==> config.mk <==
export PLATFORM = sky130hd
export DESIGN_NAME = regfile_write_queue
export DESIGN_NICKNAME = d
export VERILOG_FILES = /design/src/rtl/regfile_write_queue_pkg.sv /design/src/rtl/regfile_write_queue_match.sv /design/src/rtl/regfile_write_queue.sv
export SDC_FILE = /design/constraint.sdc
export NUM_CORES = 1
export LEC_CHECK = 0
export ABC_AREA = 0
export CAP_MARGIN = 0
export CELL_PAD_IN_SITES_DETAIL_PLACEMENT = 1
export CELL_PAD_IN_SITES_GLOBAL_PLACEMENT = 1
export CORE_ASPECT_RATIO = 0.75
export CORE_MARGIN = 1
export CORE_UTILIZATION = 41
export DETAILED_ROUTE_END_ITERATION = 10
export PLACE_DENSITY = 0.82
export SYNTH_ARGS = -nofsm -noshare
export SYNTH_HDL_FRONTEND = slang
export SYNTH_SLANG_ARGS = --single-unit
==> constraint.sdc <==
create_clock -name clock -period 4 [get_ports clock]
set_input_delay 1.2 -clock clock [delete_from_list [all_inputs] [get_ports clock]]
set_output_delay 1.2 -clock clock [all_outputs]
set_load 0.02 [all_outputs]
==> src/rtl/regfile_write_queue_pkg.sv <==
// Shared types and constants for the register-file write queue.
package regfile_write_queue_pkg;

    localparam int WQ_ADDR_W = 5;
    localparam int WQ_DATA_W = 32;

    localparam logic [WQ_ADDR_W-1:0] REG_ZERO = '0;

    typedef struct packed {
        logic                 live;
        logic [WQ_ADDR_W-1:0] wnum;
        logic [WQ_DATA_W-1:0] wdata;
    } wq_slot_t;

endpackage

==> src/rtl/regfile_write_queue_match.sv <==
// Per-slot comparator: a slot matches a key when it is live and targets that register.
module wq_match #(
    parameter int ADDR_W = 5
) (
    input  logic              live,
    input  logic [ADDR_W-1:0] wnum,
    input  logic [ADDR_W-1:0] key,
    output logic              hit
);

    assign hit = live & (wnum == key);

endmodule

==> src/rtl/regfile_write_queue.sv <==
// Merges pipeline writeback and queued long-latency results onto one register-file write port.
// Optional WB_BYPASS_EN macro builds the youngest-entry forwarding lookup.
module regfile_write_queue
    import regfile_write_queue_pkg::*;
#(
    parameter int DEPTH  = 4,
    parameter int DATA_W = WQ_DATA_W,
    parameter int ADDR_W = WQ_ADDR_W
) (
    input  logic                 clock,
    input  logic                 reset,
    input  logic                 p_write,
    input  logic [ADDR_W-1:0]    p_wnum,
    input  logic [DATA_W-1:0]    p_wdata,
    input  logic                 q_valid,
    input  logic [ADDR_W-1:0]    q_wnum,
    input  logic [DATA_W-1:0]    q_wdata,
    output logic                 q_ready,
    output logic                 rf_write,
    output logic [ADDR_W-1:0]    rf_wnum,
    output logic [DATA_W-1:0]    rf_wdata,
    output logic [2**ADDR_W-1:0] pending,
    output logic                 full,
    output logic                 empty,
    input  logic [ADDR_W-1:0]    fwd_num,
    output logic                 fwd_hit,
    output logic [DATA_W-1:0]    fwd_data
);

    localparam int PTR_W = $clog2(DEPTH);
    localparam int CNT_W = PTR_W + 1;
    localparam int NREG  = 2**ADDR_W;

    wq_slot_t         slot_q [DEPTH];
    wq_slot_t         slot_d [DEPTH];
    logic [PTR_W-1:0] head_q, head_d;
    logic [PTR_W-1:0] tail_q, tail_d;
    logic [CNT_W-1:0] count_q, count_d;

    logic             push_en, pop_en, kill_en;
    logic [DEPTH-1:0] kill_hit;
    logic [NREG-1:1][DEPTH-1:0] pend_m;

    assign full    = (count_q == CNT_W'(DEPTH));
    assign empty   = (count_q == '0);
    assign q_ready = !reset && !full;

    // r0 writes complete the handshake but are never stored.
    assign push_en = q_valid && q_ready && (q_wnum != REG_ZERO);
    assign pop_en  = !reset && !p_write && !empty;
    assign kill_en = !reset && p_write && (p_wnum != REG_ZERO);

    genvar gi, gr;
    generate
        for (gi = 0; gi < DEPTH; gi++) begin : g_slot
            wq_match #(.ADDR_W(ADDR_W)) u_kill (
                .live (slot_q[gi].live),
                .wnum (slot_q[gi].wnum),
                .key  (p_wnum),
                .hit  (kill_hit[gi])
            );
            for (gr = 1; gr < NREG; gr++) begin : g_reg
                wq_match #(.ADDR_W(ADDR_W)) u_pend (
                    .live (slot_q[gi].live),
                    .wnum (slot_q[gi].wnum),
                    .key  (ADDR_W'(gr)),
                    .hit  (pend_m[gr][gi])
                );
            end
        end
        for (gr = 1; gr < NREG; gr++) begin : g_pend
            assign pending[gr] = |pend_m[gr];
        end
    endgenerate
    assign pending[0] = 1'b0;

    always_comb begin
        slot_d  = slot_q;
        head_d  = head_q;
        tail_d  = tail_q;
        count_d = count_q;
        for (int i = 0; i < DEPTH; i++) begin
            if (kill_en && kill_hit[i]) slot_d[i].live = 1'b0;
        end
        if (pop_en) begin
            slot_d[head_q].live = 1'b0;
            head_d = head_q + PTR_W'(1);
        end
        // A pipeline write in the same cycle is younger, so a same-register push lands dead.
        if (push_en) begin
            slot_d[tail_q].live  = !(kill_en && (p_wnum == q_wnum));
            slot_d[tail_q].wnum  = q_wnum;
            slot_d[tail_q].wdata = q_wdata;
            tail_d = tail_q + PTR_W'(1);
        end
        if (push_en && !pop_en)      count_d = count_q + CNT_W'(1);
        else if (!push_en && pop_en) count_d = count_q - CNT_W'(1);
    end

    always_ff @(posedge clock) begin
        if (reset) begin
            head_q  <= '0;
            tail_q  <= '0;
            count_q <= '0;
            for (int i = 0; i < DEPTH; i++) slot_q[i].live <= 1'b0;
        end else begin
            head_q  <= head_d;
            tail_q  <= tail_d;
            count_q <= count_d;
            slot_q  <= slot_d;
        end
    end

    always_comb begin
        rf_write = 1'b0;
        rf_wnum  = '0;
        rf_wdata = '0;
        if (reset) begin
            rf_write = 1'b0;
        end else if (p_write) begin
            rf_write = 1'b1;
            rf_wnum  = p_wnum;
            rf_wdata = p_wdata;
        end else if (!empty) begin
            rf_write = slot_q[head_q].live;
            rf_wnum  = slot_q[head_q].wnum;
            rf_wdata = slot_q[head_q].wdata;
        end
    end

`ifdef WB_BYPASS_EN
    logic [DEPTH-1:0] fwd_m;
    logic [PTR_W-1:0] fwd_idx;

    generate
        for (gi = 0; gi < DEPTH; gi++) begin : g_fwd
            wq_match #(.ADDR_W(ADDR_W)) u_fwd (
                .live (slot_q[gi].live),
                .wnum (slot_q[gi].wnum),
                .key  (fwd_num),
                .hit  (fwd_m[gi])
            );
        end
    endgenerate

    // Walk oldest to youngest so the entry nearest the tail wins.
    always_comb begin
        fwd_hit  = 1'b0;
        fwd_data = '0;
        fwd_idx  = head_q;
        for (int k = 0; k < DEPTH; k++) begin
            fwd_idx = head_q + PTR_W'(k);
            if (fwd_m[fwd_idx] && (fwd_num != REG_ZERO)) begin
                fwd_hit  = 1'b1;
                fwd_data = slot_q[fwd_idx].wdata;
            end
        end
    end
`else
    logic fwd_unused;
    assign fwd_unused = ^fwd_num;
    assign fwd_hit    = 1'b0;
    assign fwd_data   = '0;
`endif

endmodule

==> impl_metrics.env <==
export IMPL_grt_pass1_vias=6582
export IMPL_hp_class="flop to flop"
export IMPL_required_ps=2800
export IMPL_reg2reg_slack_ps=1210
export IMPL_crit_start="slot_q[112]"
export IMPL_rr_endpoint="count_q[2]"
export IMPL_portBuffers=149
export IMPL_path_clk_slew_ps=60
export IMPL_yosysSeqAreaShare=0.516
export IMPL_critPathLaunchType="flop"
export IMPL_period_needed_ps=3860
export IMPL_ys_seq_elements=159
export IMPL_die_area_mm2=0.0226
export IMPL_setup_viol=0
export IMPL_p_sw_mw=1.55
export IMPL_synth_area_leaders="edfxtp_1, and2_1, mux4_2"
export IMPL_cp_slowest_stage_delay_ps=600
export IMPL_dr_pass1_iters=5
export IMPL_fin_util=0.533
export IMPL_final_cell_mix="and2_1, edfxtp_1, clkdlybuf4s50_1"
export IMPL_async_reset_ff_frac=0
export IMPL_ys_types=57
export IMPL_clock_latency_ps=430
export IMPL_relSlewSlack=0.585
export IMPL_yosysWarnings=0
export IMPL_cts_num_sinks=159
export IMPL_fin_setup_tns_ps=0
export IMPL_io_pins=189
export IMPL_wire_per_inst_um=20.7
export IMPL_fin_crit_sh=0.966
export IMPL_first_iter_violations=563
export IMPL_vdd_drop_max_mv=0.250
export IMPL_drt_wl_total_um=24200
export IMPL_cts_buffer_depth=2
export IMPL_finalPower_mw=5.05
export IMPL_num_vias=6526
export IMPL_reg2reg_from="count_q[0]"
export IMPL_internal_power_mw=3.49
export IMPL_htree_levels=4
export IMPL_report_final_hold_viol_count=0
export IMPL_synth_cells=724
export IMPL_seqPwrFrac=0.408
export IMPL_syn_to_final_growth_pct=26.0
export IMPL_hpwl_um=17600
export IMPL_path_cells="nand2b_1 -> or3b_2 -> o22ai_1 -> a211o_1 -> clkdlybuf4s50_1"
export IMPL_final_common_cell="and2_1"
export IMPL_reg2reg_depth=11
export IMPL_clock_root_buffer="clkbuf_16"
export IMPL_synth_edff_count=148
export IMPL_crit_end="pending[10]"
export IMPL_ys_flop_type="edfxtp_1"
export IMPL_synth_top_cell_by_area="edfxtp_1"
export IMPL_max_cap_viol_count=0
export IMPL_cts_tree="done"
export IMPL_overflow=0
export IMPL_clkPwrFrac=0.314
export IMPL_skew_ps=12.0
export IMPL_rsz0062_at_grt="no"
export IMPL_antenna_found_initial=0
export IMPL_drc=0
export IMPL_syn_area_mm2=0.00904
export IMPL_start_util=0.423
export IMPL_numCtsBuffers=17
export IMPL_finalMaxSlewViolations=0
export IMPL_worstPathArrival_ps=2660
export IMPL_path_class="flop to primary output"
export IMPL_swShare=0.308
export IMPL_outcome="finished clean"
export IMPL_grt_pass1_wl_um=37600
export IMPL_synth_area_per_cell_um2=12.5
export IMPL_antenna_left=0
export IMPL_drive_gt1_frac=0.141
export IMPL_yosysTopAreaCellShare=0.492
export IMPL_row_count=46
export IMPL_place_congestion=0.986
export IMPL_end_kind="primary output"
export IMPL_power_density_mw_per_mm2=443
export IMPL_fmax_mhz=259
export IMPL_cp_max_fo=5
export IMPL_leakagePower_nw=3.93
export IMPL_grt_max_degree=71
export IMPL_fp_dieW_um=173
export IMPL_fin_nets=962
export IMPL_combPwrFrac=0.278
export IMPL_fp_dieH_um=131
export IMPL_core_mm2=0.0214
export IMPL_antenna_cells=0
export IMPL_viasPerCell=5.58
export IMPL_slowest_stage="clkdlybuf4s50_1"
export IMPL_cp_depth=5
export IMPL_gr_usage_all_layers=0.219
export IMPL_worstMarginPinSlew_ps=613
export IMPL_path_delay_family="simple AND/OR/NAND/NOR gates"
export IMPL_cp_num_buf_inv=1
export IMPL_whs_ps=563
[flip-flops by register name, indices dropped and copies added, names as in the netlist]
name and flops:
tail_q 2, slot_q 152, head_q 2, count_q 3
[per-stage QoR]
step | setup slack [ps] | cells | area [um2]
after floorplan | 584 | 757 | 9160
after global placement | -268 | 1138 | 10900
after detailed placement | -324 | 1138 | 10900
after CTS | 1.23 | 1170 | 11400
after global routing | 60.7 | 1170 | 11400
final | 135 | 1170 | 11400
[Yosys cell counts, types with 4 or more instances]
library cell  number
buf_2             22
a22oi_1            7
o22ai_1            4
nor2b_1           16
a22o_1            37
nor2_1            27
nand2b_1           9
o221ai_1          21
a311oi_1           4
clkbuf_1          28
xor2_1            12
mux4_2            38
nand2_1           19
o211ai_1           6
o41ai_1            4
inv_1             12
ha_1               9
and2_1           151
nand3_1           13
edfxtp_1         148
a21oi_1           12
buf_6              4
dfxtp_1           11
mux2i_1            5
buf_4             34
xnor2_1           16
and4_1             4
[metal layers]
layer | vias to the layer above | global-route usage | share of wire
met5 | - | 0 | 0
met4 | 0 | 0.0672 | 0.013
met3 | 24 | 0.0451 | 0.069
met2 | 270 | 0.348 | 0.47
met1 | 3303 | 0.303 | 0.45
li1 | 2929 | - | -
[layout make-up]
class	instances	area [um2]
fill	2195	9960
inverter	13	50.0
clock buffer	17	425
tap	288	360
clock inverter	15	149
multi-input combinational	495	3950
sequential	159	4670
timing repair buffer	183	1790
[power by group through the flow]
stage          Combinational (mW)  Clock [mW]  Sequential, mW
2_1_floorplan               0.969           0            2.04
5_1_grt                      1.51        1.69            2.07
3_5_place_dp                 1.45           0            2.09
4_1_cts                      1.42        1.63            2.06
6_report                     1.40        1.59            2.06
3_3_place_gp                 1.40           0            2.08
[how the worst min path moves through the flow]
stage / start / endpoint / slack (ps) / cells past startpoint
floorplan: count_q[2] / count_q[2] / 460 / 2
finish: tail_q[1] / tail_q[1] / 560 / 2
detailed placement: count_q[2] / count_q[2] / 520 / 2
global route: tail_q[1] / tail_q[1] / 600 / 2
CTS: tail_q[1] / tail_q[1] / 560 / 2
global placement: count_q[2] / count_q[2] / 490 / 2
[worst register-to-register path, cell delays in order (launching register included)]
cell      delay, ps
dfxtp_1         380
or3_1           530
clkinv_2        140
nor3_4           70
buf_4           180
inv_1            70
ha_1            180
inv_1            70
fa_1            390
xor2_1          180
or3_1           350
a21oi_1         170
[cells by family (layout without fill, tap and decap cells)]
group | count (synthesis) | count (layout) | synth area share
AND/OR/NAND/NOR | 264 | 264 | 0.174
flip-flops | 159 | 159 | 0.516
AO/OA/AOI/OAI | 116 | 116 | 0.104
buffers and inverters | 103 | 228 | 0.0636
multiplexers | 43 | 43 | 0.100
XOR/XNOR | 28 | 28 | 0.0271
adder cells (fa/ha/maj) | 10 | 10 | 0.0147
other | 1 | 34 | 0.000415
[what timing repair did]
item,4_1_cts,5_1_grt
endpoints found under the setup margin,37,21
buffers inserted,0,0
hold endpoints to repair,0,0
resized for setup,38,9
pin swaps,1,0
hold buffers,0,0
Note: power is estimated with default switching activity, not from simulation.
